### config.mk
export PLATFORM = sky130hd
export DESIGN_NAME = dma_priority
export DESIGN_NICKNAME = d
export VERILOG_FILES = /design/src/rtl/dma_priority.sv
export SDC_FILE = /design/constraint.sdc
export NUM_CORES = 1
export LEC_CHECK = 0
export CORE_MARGIN = 4
export CORE_UTILIZATION = 29
export CTS_CLUSTER_DIAMETER = 50
export DETAILED_ROUTE_END_ITERATION = 16
export SLEW_MARGIN = 20
export SYNTH_ARGS = -nofsm -noshare
export SYNTH_HDL_FRONTEND = slang
export SYNTH_SLANG_ARGS = --single-unit
### constraint.sdc
create_clock -name CLK -period 5.9 [get_ports CLK]
set_input_delay 0.59 -clock CLK [delete_from_list [all_inputs] [get_ports CLK]]
set_output_delay 0.59 -clock CLK [all_outputs]
set_load 0.02 [all_outputs]
### src/rtl/dma_priority.sv
// dma_priority: DREQ conditioning, mask/software merge, fixed or rotating arbitration.
// Optional macro DMA_DREQ_SYNC2_EN: two-flop DREQ synchronizer instead of one stage.
module dma_priority (
    input  logic       CLK,
    input  logic       RESET_N,
    input  logic [3:0] DREQ,
    input  logic [7:0] commandReg,
    input  logic [3:0] maskReg,
    input  logic [3:0] requestReg,
    input  logic       hrq,
    input  logic       HLDA,
    input  logic       validDACK,
    input  logic       tc,
    output logic [3:0] VALID_DREQ,
    output logic [3:0] DACK,
    output logic [1:0] activeCh,
    output logic [3:0] clrReq
);

    localparam logic [1:0] S_IDLE    = 2'd0;
    localparam logic [1:0] S_GRANT   = 2'd1;
    localparam logic [1:0] S_SERVICE = 2'd2;

    logic [1:0] state_q, state_d;
    logic [3:0] valid_q, valid_d;
    logic [1:0] act_q, act_d;
    logic [3:0] ack_q, ack_d;
    logic [3:0] clr_q, clr_d;
    logic [1:0] last_q, last_d;
    logic [3:0] sync1_q;
    logic [3:0] dreq_sync;
    logic [3:0] dreq_s;
    logic [3:0] pend;
    logic       win_found;
    logic [1:0] win_ch;
    logic [1:0] start;
    logic [1:0] idx;
    logic [3:0] act_oh;

    logic unused_cmd;
    assign unused_cmd = ^{commandReg[5], commandReg[3], commandReg[1:0]};

`ifdef DMA_DREQ_SYNC2_EN
    logic [3:0] sync2_q;

    // Two-stage synchronizer for peripherals on an unrelated clock
    always_ff @(posedge CLK or negedge RESET_N) begin
        if (!RESET_N) begin
            sync1_q <= '0;
            sync2_q <= '0;
        end else begin
            sync1_q <= DREQ;
            sync2_q <= sync1_q;
        end
    end

    assign dreq_sync = sync2_q;
`else
    // Single register stage on the raw request lines
    always_ff @(posedge CLK or negedge RESET_N) begin
        if (!RESET_N) begin
            sync1_q <= '0;
        end else begin
            sync1_q <= DREQ;
        end
    end

    assign dreq_sync = sync1_q;
`endif

    assign dreq_s = dreq_sync ^ {4{commandReg[6]}};
    assign pend   = (dreq_s & ~maskReg) | requestReg;
    assign act_oh = 4'b0001 << act_q;

    // Search pending channels from the current top-priority slot
    always_comb begin
        win_found = 1'b0;
        win_ch    = 2'd0;
        idx       = 2'd0;
        start     = commandReg[4] ? last_q + 2'd1 : 2'd0;
        for (int i = 0; i < 4; i++) begin
            idx = start + 2'(i);
            if (!win_found && pend[idx]) begin
                win_found = 1'b1;
                win_ch    = idx;
            end
        end
    end

    // Grant / service sequencing; the grant is frozen once latched
    always_comb begin
        state_d = state_q;
        valid_d = valid_q;
        act_d   = act_q;
        ack_d   = ack_q;
        clr_d   = 4'b0000;
        last_d  = last_q;
        case (state_q)
            S_IDLE: begin
                if (!commandReg[2] && win_found) begin
                    valid_d = 4'b0001 << win_ch;
                    act_d   = win_ch;
                    state_d = S_GRANT;
                end
            end
            S_GRANT: begin
                if (!HLDA && !pend[act_q]) begin
                    valid_d = 4'b0000;
                    state_d = S_IDLE;
                end else if (validDACK) begin
                    ack_d   = act_oh;
                    state_d = S_SERVICE;
                end
            end
            S_SERVICE: begin
                if (tc) begin
                    clr_d = act_oh;
                end
                if (!hrq) begin
                    valid_d = 4'b0000;
                    ack_d   = 4'b0000;
                    last_d  = act_q;
                    state_d = S_IDLE;
                end
            end
            default: begin
                valid_d = 4'b0000;
                ack_d   = 4'b0000;
                state_d = S_IDLE;
            end
        endcase
    end

    // Arbiter state and registered outputs
    always_ff @(posedge CLK or negedge RESET_N) begin
        if (!RESET_N) begin
            state_q <= S_IDLE;
            valid_q <= '0;
            act_q   <= '0;
            ack_q   <= '0;
            clr_q   <= '0;
            last_q  <= 2'd3;
        end else begin
            state_q <= state_d;
            valid_q <= valid_d;
            act_q   <= act_d;
            ack_q   <= ack_d;
            clr_q   <= clr_d;
            last_q  <= last_d;
        end
    end

    assign VALID_DREQ = valid_q;
    assign activeCh   = act_q;
    assign clrReq     = clr_q;
    assign DACK       = commandReg[7] ? ack_q : ~ack_q;

endmodule

After elaboration in Yosys (flattened, before gate mapping)
Index checks and enable logic that the tools add are counted.
{ "op_classes": {"add_sub_neg": 4, "mul": 0, "div": 0, "n_lt_le_gt_ge": 5, "n_eq_ne": 8, "n_shift": 2, "mux": 34, "bitwise": 7, "reduce_logical": 17} }
{ "ops": {"columns": ["op", "n"], "rows": [
  ["$mux W4", 8],
  ["$pmux W4 S3", 2],
  ["$mux W2", 9],
  ["$lt A2 B3 Y1 const B", 5],
  ["$bmux W1 S2", 5],
  ["$ne A2 B2 Y1 const B", 5],
  ["$mux W1", 9],
  ["$not A4 Y4", 2],
  ["$shl A1 B2 Y4 const A", 2],
  ["$logic_not A1 Y1", 6],
  ["$pmux W2 S3", 1],
  ["$reduce_and A3 Y1", 2],
  ["$logic_and A1 B1 Y1", 5],
  ["$add A2 B1 Y2 const B", 2],
  ["$add A2 B2 Y2 const B", 2],
  ["$and A4 B4 Y4", 1],
  ["$or A4 B4 Y4", 1],
  ["$reduce_and A2 Y1", 2],
  ["$reduce_and A4 Y1", 1],
  ["$xor A4 B4 Y4", 1],
  ["$ne A3 B3 Y1 const B", 1],
  ["$eq A2 B1 Y1 const B", 1],
  ["$eq A2 B2 Y1 const B", 1],
  ["$logic_not A2 Y1", 1],
  ["$not A1 Y1", 2]
]} }
{ "word_totals": {"ff_bits": 22, "latchBits": 0, "ramBits": 0, "rom_bits": 0, "mem_count": 0} }

Logic depth before layout (Yosys ltp)
Gate-level depths: netlist (run 1).
{ "depth": {"ltp_word": 18, "depth_mapped": 7, "mapped_depth_nobuf": 6} }

Worst setup path before layout (run 1)
No wires, ideal clock.
{ "synth_timing": {"kind": "input to register", "startpoint": "input commandReg[6]", "endpoint": "register ack_q[0]", "setup_ps": 68, "arrival_ps": 2099, "t_required_ps": 5832, "path_slack_ps": 3733, "stages": 6, "path_buffers": 0, "cell_sequence": "xnor2_1 -> o21ba_4 -> mux4_2 -> a21o_4 -> or3_1 -> nand3_1"} }
{ "synth_via": {"elab_chain_cells": 9} }
{ "synth_lines": {"columns": ["element", "line", "source"], "rows": [
  ["start: declaration", "7", "input logic [7:0] commandReg,"],
  ["$xor A4 B4 Y4", "71", "assign dreq_s = dreq_sync ^ {4{commandReg[6]}};"],
  ["$and A4 B4 Y4", "72", "assign pend = (dreq_s & ~maskReg) | requestReg;"],
  ["$or A4 B4 Y4", "72", null],
  ["$bmux W1 S2", "107", "if (!HLDA && !pend[act_q]) begin"],
  ["$mux W1 (implied by the code)", "107", null],
  ["$logic_not A1 Y1", "107", null],
  ["$logic_and A1 B1 Y1", "107", null],
  ["$ne A2 B2 Y1 (no line)", null, null],
  ["$reduce_and A4 Y1 (no line)", null, null],
  ["end signal: assignment", "147", "ack_q <= ack_d;"],
  ["end: declaration", "27", "logic [3:0] ack_q, ack_d;"]
]} }
No other way between the ends. The select of a mux whose other input is x is not followed.
A chain may end at the register's enable or synchronous reset.

Final worst setup path (run 1)
{ "layout_timing": {"startpoint": "input commandReg[6]", "endpoint": "register valid_q[3], in the netlist VALID_DREQ[3]"} }
{ "layout_via": {"elab_chain_cells": 18, "word_cells_on_any_way": 36} }
{ "layout_lines": {"columns": ["element", "line", "source"], "rows": [
  ["$xor A4 B4 Y4 (*)", "71", null],
  ["$and A4 B4 Y4 (*)", "72", null],
  ["$or A4 B4 Y4 (*)", "72", null],
  ["$bmux W1 S2", "83", "if (!win_found && pend[idx]) begin"],
  ["$mux W1 (implied by the code)", "83", null],
  ["$mux W1", "83", null],
  ["$logic_not A1 Y1", "83", null],
  ["$logic_and A1 B1 Y1", "83", null],
  ["[2 not listed]", null, null],
  ["$logic_and A1 B1 Y1", "83", null],
  ["$mux W1", "83", null],
  ["$logic_not A1 Y1", "83", null],
  ["$logic_and A1 B1 Y1", "83", null],
  ["$mux W2 / $mux W1 (equally long branches)", "83", null],
  ["$shl A1 B2 Y4 / $logic_and A1 B1 Y1 (equally long branches)", "101, 100", null],
  ["$mux W4 / $ne A2 B2 Y1 (equally long branches)", null, null],
  ["$pmux W4 S3 / $reduce_and A3 Y1 (equally long branches)", null, null],
  ["end signal: assignment", "145", "valid_q <= valid_d;"],
  ["end: declaration", "25", "logic [3:0] valid_q, valid_d;"]
]} }
Every way passes the cells marked *; elsewhere a longest branch is shown, timed or not. The select of a mux whose other input is x is not followed.

==> results of run 1 <==
==> layout make-up <==
| cell class | count | area share |
|---|---|---|
| Sequential cell | 22 | 0.315 |
| Multi-Input combinational cell | 100 | 0.404 |
| Timing Repair Buffer | 35 | 0.197 |
| Inverter | 10 | 0.0214 |
| Clock buffer | 4 | 0.0257 |
| Tap cell | 52 | 0.0371 |
==> where the power goes <==
part	internal (mW)	total (mW)	switching, mW
combinational	0.176	0.357	0.182
sequential	0.203	0.269	0.0665
clock	0.0482	0.0987	0.0505
==> cells by family after synthesis <==
logic type | share of synthesized area
flip-flops | 0.421
buffers and inverters | 0.0400
AO/OA/AOI/OAI | 0.248
XOR/XNOR | 0.0599
multiplexers | 0.0571
AND/OR/NAND/NOR | 0.174
==> through the flow <==
| stage | utilization | worst slack (ns) | power [mW] | hold WS [ns] | cells |
|---|---|---|---|---|---|
| after CTS | 0.402 | 3.15 | 0.728 | 0.550 | 223 |
| after global routing | 0.400 | 3.03 | 0.779 | 0.320 | 223 |
| after floorplan | - | 3.73 | 0.495 | 0.294 | 136 |
| after detailed placement | 0.391 | 2.87 | 0.629 | 0.527 | 219 |
| after global placement | 0.391 | 2.91 | 0.623 | 0.507 | 219 |
| final | 0.400 | 3.16 | 0.725 | 0.285 | 223 |
==> per-layer routing <==
metal  GRT usage  share of wire  vias up
met5           0              0        -
met3      0.0132          0.060        6
met1       0.169           0.46      572
met2       0.199           0.47       45
li1            -              -      568
met4      0.0427          0.011        0
==> cell usage after synthesis (2+ instances only) <==
cell and instances:
o21ai_0 5, o21bai_1 2, nand3b_1 3, dfstp_2 2
o31ai_1 2, and3_1 2, nor3_1 4, o211ai_1 2
nand2_1 8, o32ai_1 2, inv_1 10, clkbuf_1 4
mux2_2 2, dfrtp_1 20, nand3_1 6, mux2i_1 3
nand2b_1 2, xnor2_1 5, nor2b_1 5, a21oi_1 9
xor2_1 4, nor2_1 5, a21o_1 4
==> registers in the layout, summed over array words and instances, names as in the netlist <==
signal,count
dreq_sync,4
last_q,2
VALID_DREQ,4
state_q,2
ack_q,4
activeCh,2
clrReq,4
==> worst max-delay path, cell delays in order <==
cell and delay, ns:
clkdlybuf4s50_1 0.52, xor2_1 0.22, a21oi_1 0.49, nand3_1 0.18, a2111oi_2 0.63, o211ai_1 0.17, o211ai_1 0.12
==> placed cells by master (no fill, tap or decap), types with 5 or more instances in the layout <==
cell type,instances
nand3_1,6
nand2_1,8
a21oi_1,9
nor2b_1,5
inv_1,10
clkdlybuf4s50_1,34
o21ai_0,5
nor2_1,5
dfrtp_1,20
xnor2_1,5
==> path summary, 6_finish.rpt <==
kind / start / end / slack (ns) / cells past startpoint
hold / removal: RESET_N / clrReq[3] / 0.28 / 1
max in group asynchronous: RESET_N / last_q[0] / 5.25 / 1
setup / recovery: commandReg[6] / VALID_DREQ[3] / 3.16 / 7
min in group CLK: VALID_DREQ[0] / VALID_DREQ[0] / 0.54 / 2
setup reg to reg: dreq_sync[3] / VALID_DREQ[3] / 3.69 / 6
hold reg to reg: VALID_DREQ[0] / VALID_DREQ[0] / 0.54 / 2
==> report_table.html, run 1 <==
<table>
<tr><th>Metric</th><th>Value</th></tr>
<tr><th colspan="2">Status</th></tr>
<tr><td>Result of the run</td><td>finished, final reports clean</td></tr>
<tr><th colspan="2">Finish</th></tr>
<tr><td>Antenna cell count</td><td>0</td></tr>
<tr><td>Layout net count</td><td>198</td></tr>
<tr><td>Final design area excluding fillers</td><td>1760 um^2</td></tr>
<tr><td>Area of combinational cells with multiple inputs</td><td>709 um^2</td></tr>
<tr><td>Layout overhead on the synthesized area</td><td>33.5%</td></tr>
<tr><td>Layout filler cell count</td><td>about 430</td></tr>
<tr><td>Register area</td><td>553 um^2</td></tr>
<tr><td>Fraction of final layout cells with drive strength greater than 1</td><td>0.0877</td></tr>
<tr><th colspan="2">Synth</th></tr>
<tr><td>Largest cells by area after synthesis</td><td>dfrtp_1 (38%), dfstp_2 (4.0%), a21oi_1 (3.4%), xnor2_1 (3.3%), inv_1 (2.9%)</td></tr>
<tr><td>EDFF count, synth</td><td>0</td></tr>
<tr><td>Number of synthesized register bits</td><td>22</td></tr>
<tr><td>Fraction of synthesized cell area taken by the top area cell type</td><td>0.381</td></tr>
<tr><td>Post-synthesis sequential area ratio</td><td>0.421</td></tr>
<tr><td>Flip-flop cell with the highest count after synthesis</td><td>dfrtp_1</td></tr>
<tr><td>Number of cells produced by synthesis</td><td>136</td></tr>
<tr><td>Synthesis Warnings</td><td>0</td></tr>
<tr><td>Per-instance average area after synthesis</td><td>9.67 um^2</td></tr>
<tr><td>Async set-reset flop share out of synthesis</td><td>1.00</td></tr>
<tr><td>Area of the mapped netlist</td><td>1320 um^2</td></tr>
<tr><td>Library cell occupying the most area in the post-synthesis netlist</td><td>dfrtp_1</td></tr>
<tr><td>Synth Net Count</td><td>162</td></tr>
<tr><td>Synth unique cells</td><td>48</td></tr>
<tr><th colspan="2">Power</th></tr>
<tr><td>Leakage power figure</td><td>0.728 nW</td></tr>
<tr><td>Power per cell area</td><td>413 nW/um^2</td></tr>
<tr><td>Maximum vdd drop</td><td>0.000134 V</td></tr>
<tr><th colspan="2">Route</th></tr>
<tr><td>Total vias in the final route</td><td>1191</td></tr>
<tr><td>Starting DRC count in detailed routing</td><td>72</td></tr>
<tr><td>DR vias/cell</td><td>5.34</td></tr>
<tr><td>Total routed wirelength</td><td>3330 um</td></tr>
<tr><td>Number of routed nets with antenna violations</td><td>0</td></tr>
<tr><td>Wire length per cell after detailed routing</td><td>14.9 um</td></tr>
<tr><td>Pre-antenna DRT Iters</td><td>5</td></tr>
<tr><td>Post-route DRC violation count</td><td>0</td></tr>
<tr><th colspan="2">Clock network</th></tr>
<tr><td>Clock-pin slew on the worst setup and hold paths</td><td>about 0.080 ns</td></tr>
<tr><td>CTS Buffer Depth</td><td>2</td></tr>
<tr><td>Count of H-tree levels built during CTS</td><td>1</td></tr>
<tr><td>Setup fix buffers added after clock tree synthesis</td><td>0</td></tr>
<tr><td>Clk_lat worst skew</td><td>0.26 ns</td></tr>
<tr><td>Clock buffers created by TritonCTS</td><td>3</td></tr>
<tr><td>Post-CTS Resized</td><td>0</td></tr>
<tr><td>TritonCTS clock tree</td><td>yes</td></tr>
<tr><td>Buffer type at the clock tree root</td><td>clkbuf_8</td></tr>
<tr><td>Post-cts hold buffer count</td><td>0</td></tr>
<tr><td>Clock sink count</td><td>22</td></tr>
<tr><th colspan="2">Die</th></tr>
<tr><td>Initial core utilization</td><td>0.300</td></tr>
<tr><td>Count of boundary I/O pins</td><td>40</td></tr>
<tr><td>Die Wd</td><td>75.3 um</td></tr>
<tr><td>Full die area</td><td>5680 um^2</td></tr>
<tr><td>Number of placement rows</td><td>24</td></tr>
<tr><td>Core box area</td><td>4380 um^2</td></tr>
<tr><td>Die span in y</td><td>75.3 um</td></tr>
<tr><th colspan="2">STA</th></tr>
<tr><td>Final period util</td><td>0.465</td></tr>
<tr><td>Min cycle time layout</td><td>between 2 and 3 ns</td></tr>
<tr><td>Fmax</td><td>between 300 and 400 MHz</td></tr>
<tr><td>Final setup violation count</td><td>0</td></tr>
<tr><td>Total Negative Setup Slacks</td><td>0 ns</td></tr>
<tr><td>Worst rel slew slack</td><td>0.618</td></tr>
<tr><td>Final hold violation count</td><td>0</td></tr>
<tr><td>Setup clock skew after layout</td><td>0.00400 ns</td></tr>
<tr><td>Fin. max-slew vios</td><td>0</td></tr>
<tr><td>Pin slew with the least headroom to its limit</td><td>around 0.57 ns</td></tr>
<tr><td>RSZ-0062 raised after global routing</td><td>false</td></tr>
<tr><th colspan="2">Place</th></tr>
<tr><td>Port Buffers</td><td>35</td></tr>
<tr><td>Routability-driven placement congestion ratio</td><td>0.870</td></tr>
<tr><td>Post-DP HPWL</td><td>2530 um</td></tr>
<tr><td>Placed Area</td><td>around 1700 um^2</td></tr>
<tr><th colspan="2">Critical path</th></tr>
<tr><td>Highest net fanout along the worst path</td><td>7</td></tr>
<tr><td>Category of the critical setup timing path</td><td>input pin to flip-flop</td></tr>
<tr><td>Data required time of the critical path</td><td>6.09 ns</td></tr>
<tr><td>Signal arrival time at the worst endpoint</td><td>2.93 ns</td></tr>
<tr><td>Crit end category</td><td>flip-flop</td></tr>
<tr><td>Worst Setup Start Kind</td><td>input pin</td></tr>
<tr><th colspan="2">Flow run</th></tr>
<tr><td>Max Cap Violations</td><td>0</td></tr>
<tr><th colspan="2">GRT</th></tr>
<tr><td>GRT overflow</td><td>0</td></tr>
<tr><td>Total Routing Usage GR</td><td>0.122</td></tr>
<tr><td>Number of global-route vias before repair</td><td>1161</td></tr>
<tr><td>Initial antenna violation count</td><td>0</td></tr>
<tr><td>Global-route wire length before repair</td><td>~5400 um</td></tr>
<tr><td>Pin count of the biggest net entering global routing</td><td>23</td></tr>
<tr><th colspan="2">Worst hold path</th></tr>
<tr><td>Class of the tightest hold or removal check</td><td>input pin to asynchronous set/reset pin</td></tr>
</table>
Power figures use the tool's default switching activity.
==> run 2: changes to the inputs <==
clock period = 2.5 ns   (was 5.9 ns; I/O delays follow)
==> report_table.html, run 2 (synthesized netlist as in run 1, its figures left out) <==
<table>
<tr><th>Metric</th><th>Value</th></tr>
<tr><th colspan="2">Status</th></tr>
<tr><td>Result of the run</td><td>finished, final reports clean</td></tr>
<tr><th colspan="2">Power</th></tr>
<tr><td>Maximum vdd drop</td><td>0.000292 V</td></tr>
<tr><td>Power per cell area</td><td>961 nW/um^2</td></tr>
<tr><td>Leakage power figure</td><td>0.781 nW</td></tr>
<tr><th colspan="2">Clock network</th></tr>
<tr><td>Clock-pin slew on the worst setup and hold paths</td><td>approximately 0.08 ns</td></tr>
<tr><td>Post-CTS Resized</td><td>0</td></tr>
<tr><td>Clk_lat worst skew</td><td>0.26 ns</td></tr>
<tr><td>Clock buffers created by TritonCTS</td><td>3</td></tr>
<tr><td>TritonCTS clock tree</td><td>yes</td></tr>
<tr><td>Buffer type at the clock tree root</td><td>clkbuf_8</td></tr>
<tr><td>Post-cts hold buffer count</td><td>0</td></tr>
<tr><td>Count of H-tree levels built during CTS</td><td>1</td></tr>
<tr><td>Clock sink count</td><td>22</td></tr>
<tr><td>CTS Buffer Depth</td><td>2</td></tr>
<tr><td>Setup fix buffers added after clock tree synthesis</td><td>0</td></tr>
<tr><th colspan="2">Place</th></tr>
<tr><td>Port Buffers</td><td>35</td></tr>
<tr><td>Setup slack at placement</td><td>-0.192 ns</td></tr>
<tr><td>Routability-driven placement congestion ratio</td><td>0.841</td></tr>
<tr><td>Placed Area</td><td>1780 um^2</td></tr>
<tr><td>Post-DP HPWL</td><td>~2700 um</td></tr>
<tr><th colspan="2">Route</th></tr>
<tr><td>Wire length per cell after detailed routing</td><td>14.7 um</td></tr>
<tr><td>Number of routed nets with antenna violations</td><td>0</td></tr>
<tr><td>DR vias/cell</td><td>5.13</td></tr>
<tr><td>Pre-antenna DRT Iters</td><td>4</td></tr>
<tr><td>Starting DRC count in detailed routing</td><td>47</td></tr>
<tr><td>Total routed wirelength</td><td>roughly 3400 um</td></tr>
<tr><td>Total vias in the final route</td><td>1191</td></tr>
<tr><td>Post-route DRC violation count</td><td>0</td></tr>
<tr><th colspan="2">STA</th></tr>
<tr><td>Fin. max-slew vios</td><td>0</td></tr>
<tr><td>Fmax</td><td>around 440 MHz</td></tr>
<tr><td>Final hold violation count</td><td>0</td></tr>
<tr><td>Final setup violation count</td><td>0</td></tr>
<tr><td>Min cycle time layout</td><td>2.28 ns</td></tr>
<tr><td>Final period util</td><td>0.913</td></tr>
<tr><td>Hold Slack</td><td>0.328 ns</td></tr>
<tr><td>RSZ-0062 raised after global routing</td><td>false</td></tr>
<tr><td>Setup slack of the critical path after layout</td><td>0.218 ns</td></tr>
<tr><td>Worst rel slew slack</td><td>0.743</td></tr>
<tr><td>Setup clock skew after layout</td><td>0.00490 ns</td></tr>
<tr><td>Pin slew with the least headroom to its limit</td><td>a little under 0.4 ns</td></tr>
<tr><th colspan="2">Finish</th></tr>
<tr><td>Layout Utilization</td><td>0.424</td></tr>
<tr><td>Layout overhead on the synthesized area</td><td>41.2%</td></tr>
<tr><td>Most common cell after layout, fill and taps aside</td><td>clkdlybuf4s50_1</td></tr>
<tr><td>Final design area excluding fillers</td><td>around 1900 um^2</td></tr>
<tr><td>Fraction of final layout cells with drive strength greater than 1</td><td>0.156</td></tr>
<tr><td>Layout net count</td><td>approximately 210</td></tr>
<tr><td>Antenna cell count</td><td>0</td></tr>
<tr><td>Most frequent cells in the layout</td><td>clkdlybuf4s50_1 (35), dfrtp_1 (20), inv_1 (10), buf_4 (9), nand2_1 (8)</td></tr>
<tr><th colspan="2">Critical path</th></tr>
<tr><td>Startpoint of the most critical register-to-register path</td><td>last_q[1]</td></tr>
<tr><td>Data required time of the critical path</td><td>2.70 ns</td></tr>
<tr><td>Category of the critical setup timing path</td><td>input pin to flip-flop</td></tr>
<tr><td>CP startpoint</td><td>commandReg[6]</td></tr>
<tr><td>Highest net fanout along the worst path</td><td>7</td></tr>
<tr><td>Signal arrival time at the worst endpoint</td><td>2.49 ns</td></tr>
<tr><td>Worst Setup Start Kind</td><td>input pin</td></tr>
<tr><td>Crit end category</td><td>flip-flop</td></tr>
<tr><th colspan="2">GRT</th></tr>
<tr><td>Number of global-route vias before repair</td><td>1238</td></tr>
<tr><td>Total Routing Usage GR</td><td>0.134</td></tr>
<tr><td>Pin count of the biggest net entering global routing</td><td>23</td></tr>
<tr><td>Global-route wire length before repair</td><td>5820 um</td></tr>
<tr><td>GRT overflow</td><td>0</td></tr>
<tr><td>Initial antenna violation count</td><td>0</td></tr>
<tr><th colspan="2">Die</th></tr>
<tr><td>Initial core utilization</td><td>0.300</td></tr>
<tr><td>Full die area</td><td>around 5700 um^2</td></tr>
<tr><td>Count of boundary I/O pins</td><td>40</td></tr>
<tr><td>Core box area</td><td>4380 um^2</td></tr>
<tr><td>Number of placement rows</td><td>24</td></tr>
<tr><td>Die Wd</td><td>around 75 um</td></tr>
<tr><td>Die span in y</td><td>75.3 um</td></tr>
<tr><th colspan="2">Worst hold path</th></tr>
<tr><td>Class of the tightest hold or removal check</td><td>input pin to asynchronous set/reset pin</td></tr>
<tr><th colspan="2">Flow run</th></tr>
<tr><td>Max Cap Violations</td><td>0</td></tr>
</table>
-- run 2: critical path, cell delays in order --
cell             delay [ns]
clkdlybuf4s50_1        0.58
xor2_1                 0.25
a21oi_2                0.16
mux4_2                 0.53
a21o_4                 0.27
or3_1                  0.35
nand3_1                0.08
-- run 2: area by class of cell --
| type | instances | area [um^2] |
|---|---|---|
| Sequential cell | 22 | 553 |
| Inverter | 10 | 37.5 |
| Timing Repair Buffer | 44 | 418 |
| Tap cell | 52 | 65.1 |
| Fill cell | 431 | 2530 |
| Clock buffer | 4 | 55.1 |
| Multi-Input combinational cell | 100 | 728 |
-- run 2: worst paths after layout --
path                            endpoint  slack [ns]  cells past startpoint
hold reg to reg                 ack_q[1]        0.54                      2
setup reg to reg           VALID_DREQ[0]        0.35                      6
min in group CLK            dreq_sync[0]        0.42                      1
setup / recovery                ack_q[0]        0.22                      7
hold / removal                state_q[0]        0.33                      2
max in group asynchronous      last_q[0]        1.89                      2
-- run 2: metrics by stage --
stage	total power, mW	cells	setup TNS [ns]
detailed placement	1.52	228	-0.723
finish	1.78	232	0
global route	1.92	232	0
global placement	1.50	228	-0.332
CTS	1.78	232	0
floorplan	1.17	136	0
-- run 2: power breakdown --
group          internal (mW)  switching (mW)  total [mW]
clock                  0.140           0.117       0.258
combinational          0.448           0.453       0.901
sequential             0.479           0.146       0.625
total                   1.07           0.716        1.78
-- run 2: layer usage --
layer  part of all wire  vias up  global-route usage
met5                  0        -                   0
met4              0.011        0              0.0583
met3              0.046        2              0.0145
met2               0.50       29               0.228
met1               0.44      569               0.173
li1                   -      591                   -
==> run 3: changes to the inputs <==
SETUP_SLACK_MARGIN = 0.3   (was default)
clock period = 1.8 ns   (was 2.5 ns; I/O delays follow)
==> report_table.html, run 3 (synthesized netlist as in run 1, its figures left out) <==
<table>
<tr><th>Metric</th><th>Value</th></tr>
<tr><th colspan="2">STA</th></tr>
<tr><td>Total Negative Setup Slacks</td><td>-1.53 ns</td></tr>
<tr><td>Fin. max-slew vios</td><td>0</td></tr>
<tr><td>Setup slack of the critical path after layout</td><td>-0.217 ns</td></tr>
<tr><td>RSZ-0062 raised after global routing</td><td>true</td></tr>
<tr><td>Final hold violation count</td><td>0</td></tr>
<tr><td>Min cycle time layout</td><td>2.02 ns</td></tr>
<tr><td>Setup clock skew after layout</td><td>about 0.0089 ns</td></tr>
<tr><td>Final setup violation count</td><td>10</td></tr>
<tr><td>Worst rel slew slack</td><td>0.738</td></tr>
<tr><td>Pin slew with the least headroom to its limit</td><td>around 0.39 ns</td></tr>
<tr><td>Final period util</td><td>1.12</td></tr>
<tr><td>Fmax</td><td>496 MHz</td></tr>
<tr><th colspan="2">Die</th></tr>
<tr><td>Die Wd</td><td>75.3 um</td></tr>
<tr><td>Initial core utilization</td><td>0.300</td></tr>
<tr><td>Number of placement rows</td><td>24</td></tr>
<tr><td>Full die area</td><td>about 5700 um^2</td></tr>
<tr><td>Core box area</td><td>4380 um^2</td></tr>
<tr><td>Count of boundary I/O pins</td><td>40</td></tr>
<tr><td>Die span in y</td><td>about 75 um</td></tr>
<tr><th colspan="2">Place</th></tr>
<tr><td>Routability-driven placement congestion ratio</td><td>roughly 0.95</td></tr>
<tr><td>Setup slack at placement</td><td>-0.686 ns</td></tr>
<tr><td>Port Buffers</td><td>35</td></tr>
<tr><td>Placed Cells incl. Taps</td><td>roughly 240</td></tr>
<tr><td>Post-DP HPWL</td><td>2930 um</td></tr>
<tr><th colspan="2">Route</th></tr>
<tr><td>Pre-antenna DRT Iters</td><td>4</td></tr>
<tr><td>Wire length per cell after detailed routing</td><td>15.0 um</td></tr>
<tr><td>Total vias in the final route</td><td>1320</td></tr>
<tr><td>Post-route DRC violation count</td><td>0</td></tr>
<tr><td>Total routed wirelength</td><td>3770 um</td></tr>
<tr><td>Starting DRC count in detailed routing</td><td>67</td></tr>
<tr><td>Number of routed nets with antenna violations</td><td>0</td></tr>
<tr><td>DR vias/cell</td><td>5.26</td></tr>
<tr><th colspan="2">Critical path</th></tr>
<tr><td>Logic depth of the worst register-to-register path</td><td>6</td></tr>
<tr><td>Highest net fanout along the worst path</td><td>5</td></tr>
<tr><td>Startpoint of the most critical register-to-register path</td><td>last_q[1]</td></tr>
<tr><td>Data required time of the critical path</td><td>1.96 ns</td></tr>
<tr><td>Register-to-Register Setup Slack</td><td>-0.22 ns</td></tr>
<tr><td>Signal arrival time at the worst endpoint</td><td>about 2.2 ns</td></tr>
<tr><td>Reg-to-Reg End</td><td>VALID_DREQ[0]</td></tr>
<tr><td>Category of the critical setup timing path</td><td>flip-flop to flip-flop</td></tr>
<tr><td>Worst Setup Start Kind</td><td>flip-flop</td></tr>
<tr><td>Crit end category</td><td>flip-flop</td></tr>
<tr><th colspan="2">Finish</th></tr>
<tr><td>Non-filler cells, final</td><td>251</td></tr>
<tr><td>Fraction of final layout cells with drive strength greater than 1</td><td>0.312</td></tr>
<tr><td>Most frequent cells in the layout</td><td>clkdlybuf4s50_1 (27), buf_4 (27), dfrtp_1 (20), inv_1 (10), nand2_1 (8)</td></tr>
<tr><td>Layout filler cell count</td><td>slightly above 400</td></tr>
<tr><td>Layout net count</td><td>226</td></tr>
<tr><td>Antenna cell count</td><td>0</td></tr>
<tr><td>Layout Utilization</td><td>0.486</td></tr>
<tr><td>Layout overhead on the synthesized area</td><td>62.1%</td></tr>
<tr><th colspan="2">Power</th></tr>
<tr><td>Leakage power figure</td><td>0.925 nW</td></tr>
<tr><td>Power consumption</td><td>~2.9 mW</td></tr>
<tr><td>Maximum vdd drop</td><td>0.000814 V</td></tr>
<tr><td>Power per cell area</td><td>~1400 nW/um^2</td></tr>
<tr><th colspan="2">Clock network</th></tr>
<tr><td>Clock-pin slew on the worst setup and hold paths</td><td>0.08 ns</td></tr>
<tr><td>CTS Buffer Depth</td><td>2</td></tr>
<tr><td>Clk_lat worst skew</td><td>roughly 0.26 ns</td></tr>
<tr><td>Clock sink count</td><td>22</td></tr>
<tr><td>TritonCTS clock tree</td><td>yes</td></tr>
<tr><td>Clock buffers created by TritonCTS</td><td>3</td></tr>
<tr><td>Buffer type at the clock tree root</td><td>clkbuf_8</td></tr>
<tr><td>Post-cts hold buffer count</td><td>0</td></tr>
<tr><td>Count of H-tree levels built during CTS</td><td>1</td></tr>
<tr><th colspan="2">Status</th></tr>
<tr><td>Result of the run</td><td>finished with violations</td></tr>
<tr><td>Failing checks</td><td>negative setup slack</td></tr>
<tr><th colspan="2">GRT</th></tr>
<tr><td>Global-route wire length before repair</td><td>6010 um</td></tr>
<tr><td>GRT overflow</td><td>0</td></tr>
<tr><td>Number of global-route vias before repair</td><td>~1300</td></tr>
<tr><td>Initial antenna violation count</td><td>0</td></tr>
<tr><td>Total Routing Usage GR</td><td>0.138</td></tr>
<tr><td>Pin count of the biggest net entering global routing</td><td>23</td></tr>
<tr><th colspan="2">Worst hold path</th></tr>
<tr><td>Class of the tightest hold or removal check</td><td>input pin to asynchronous set/reset pin</td></tr>
<tr><th colspan="2">Flow run</th></tr>
<tr><td>Max Cap Violations</td><td>0</td></tr>
</table>
[run 3: layout make-up]
type	instances	area [um^2]	area share
timing repair buffer	63	559	0.262
sequential	22	553	0.259
tap	52	65.1	0.0305
inverter	10	37.5	0.0176
clock inverter	1	30.0	0.0141
multi-input combinational	100	846	0.397
clock buffer	3	41.3	0.0194
[run 3: worst max-delay path, stage by stage (launching register included)]
cell	delay, ns
dfstp_2	0.62
xor2_2	0.22
a21oi_2	0.10
o2bb2ai_2	0.12
o211a_1	0.24
or3b_4	0.40
o32ai_2	0.21
[run 3: power breakdown]
part / total, mW / switching (mW) / internal, mW
clock network: 0.457 / 0.160 / 0.297
registers: 0.801 / 0.135 / 0.666
logic: 1.65 / 0.839 / 0.811
total: 2.91 / 1.13 / 1.77
[run 3: timing repair]
action,in CTS,in global routing
endpoints found under the setup margin,18,15
setup buffers,0,3
endpoints found under the hold margin,0,0
pin swaps,8,10
cloned,0,0
gates resized for setup,17,12
[run 3: worst max-delay path by stage]
stage | end | cells past startpoint | slack, ns | from
3_5_place_dp | VALID_DREQ[2] | 7 | -0.69 | commandReg[6]
4_1_cts | ack_q[0] | 6 | -0.22 | dreq_sync[2]
5_1_grt | ack_q[0] | 6 | -0.28 | dreq_sync[2]
6_report | VALID_DREQ[0] | 6 | -0.22 | last_q[1]
2_1_floorplan | ack_q[0] | 6 | -0.11 | dreq_sync[2]
3_3_place_gp | VALID_DREQ[2] | 7 | -0.61 | commandReg[6]
[run 3: stage by stage]
stage	hold WS, ns	cell area [um^2]
2_1_floorplan	-0.116	1360
3_3_place_gp	0.514	1940
3_5_place_dp	0.514	1940
4_1_cts	0.266	2050
5_1_grt	0.283	2130
6_report	0.260	2130
[run 3: per-layer routing]
metal / up-vias / GRT usage / part of all wire
met1: 653 / 0.187 / 0.42
li1: 623 / - / -
met5: - / 0 / 0
met4: 0 / 0.0350 / 0.011
met3: 4 / 0.0158 / 0.031
met2: 40 / 0.233 / 0.53
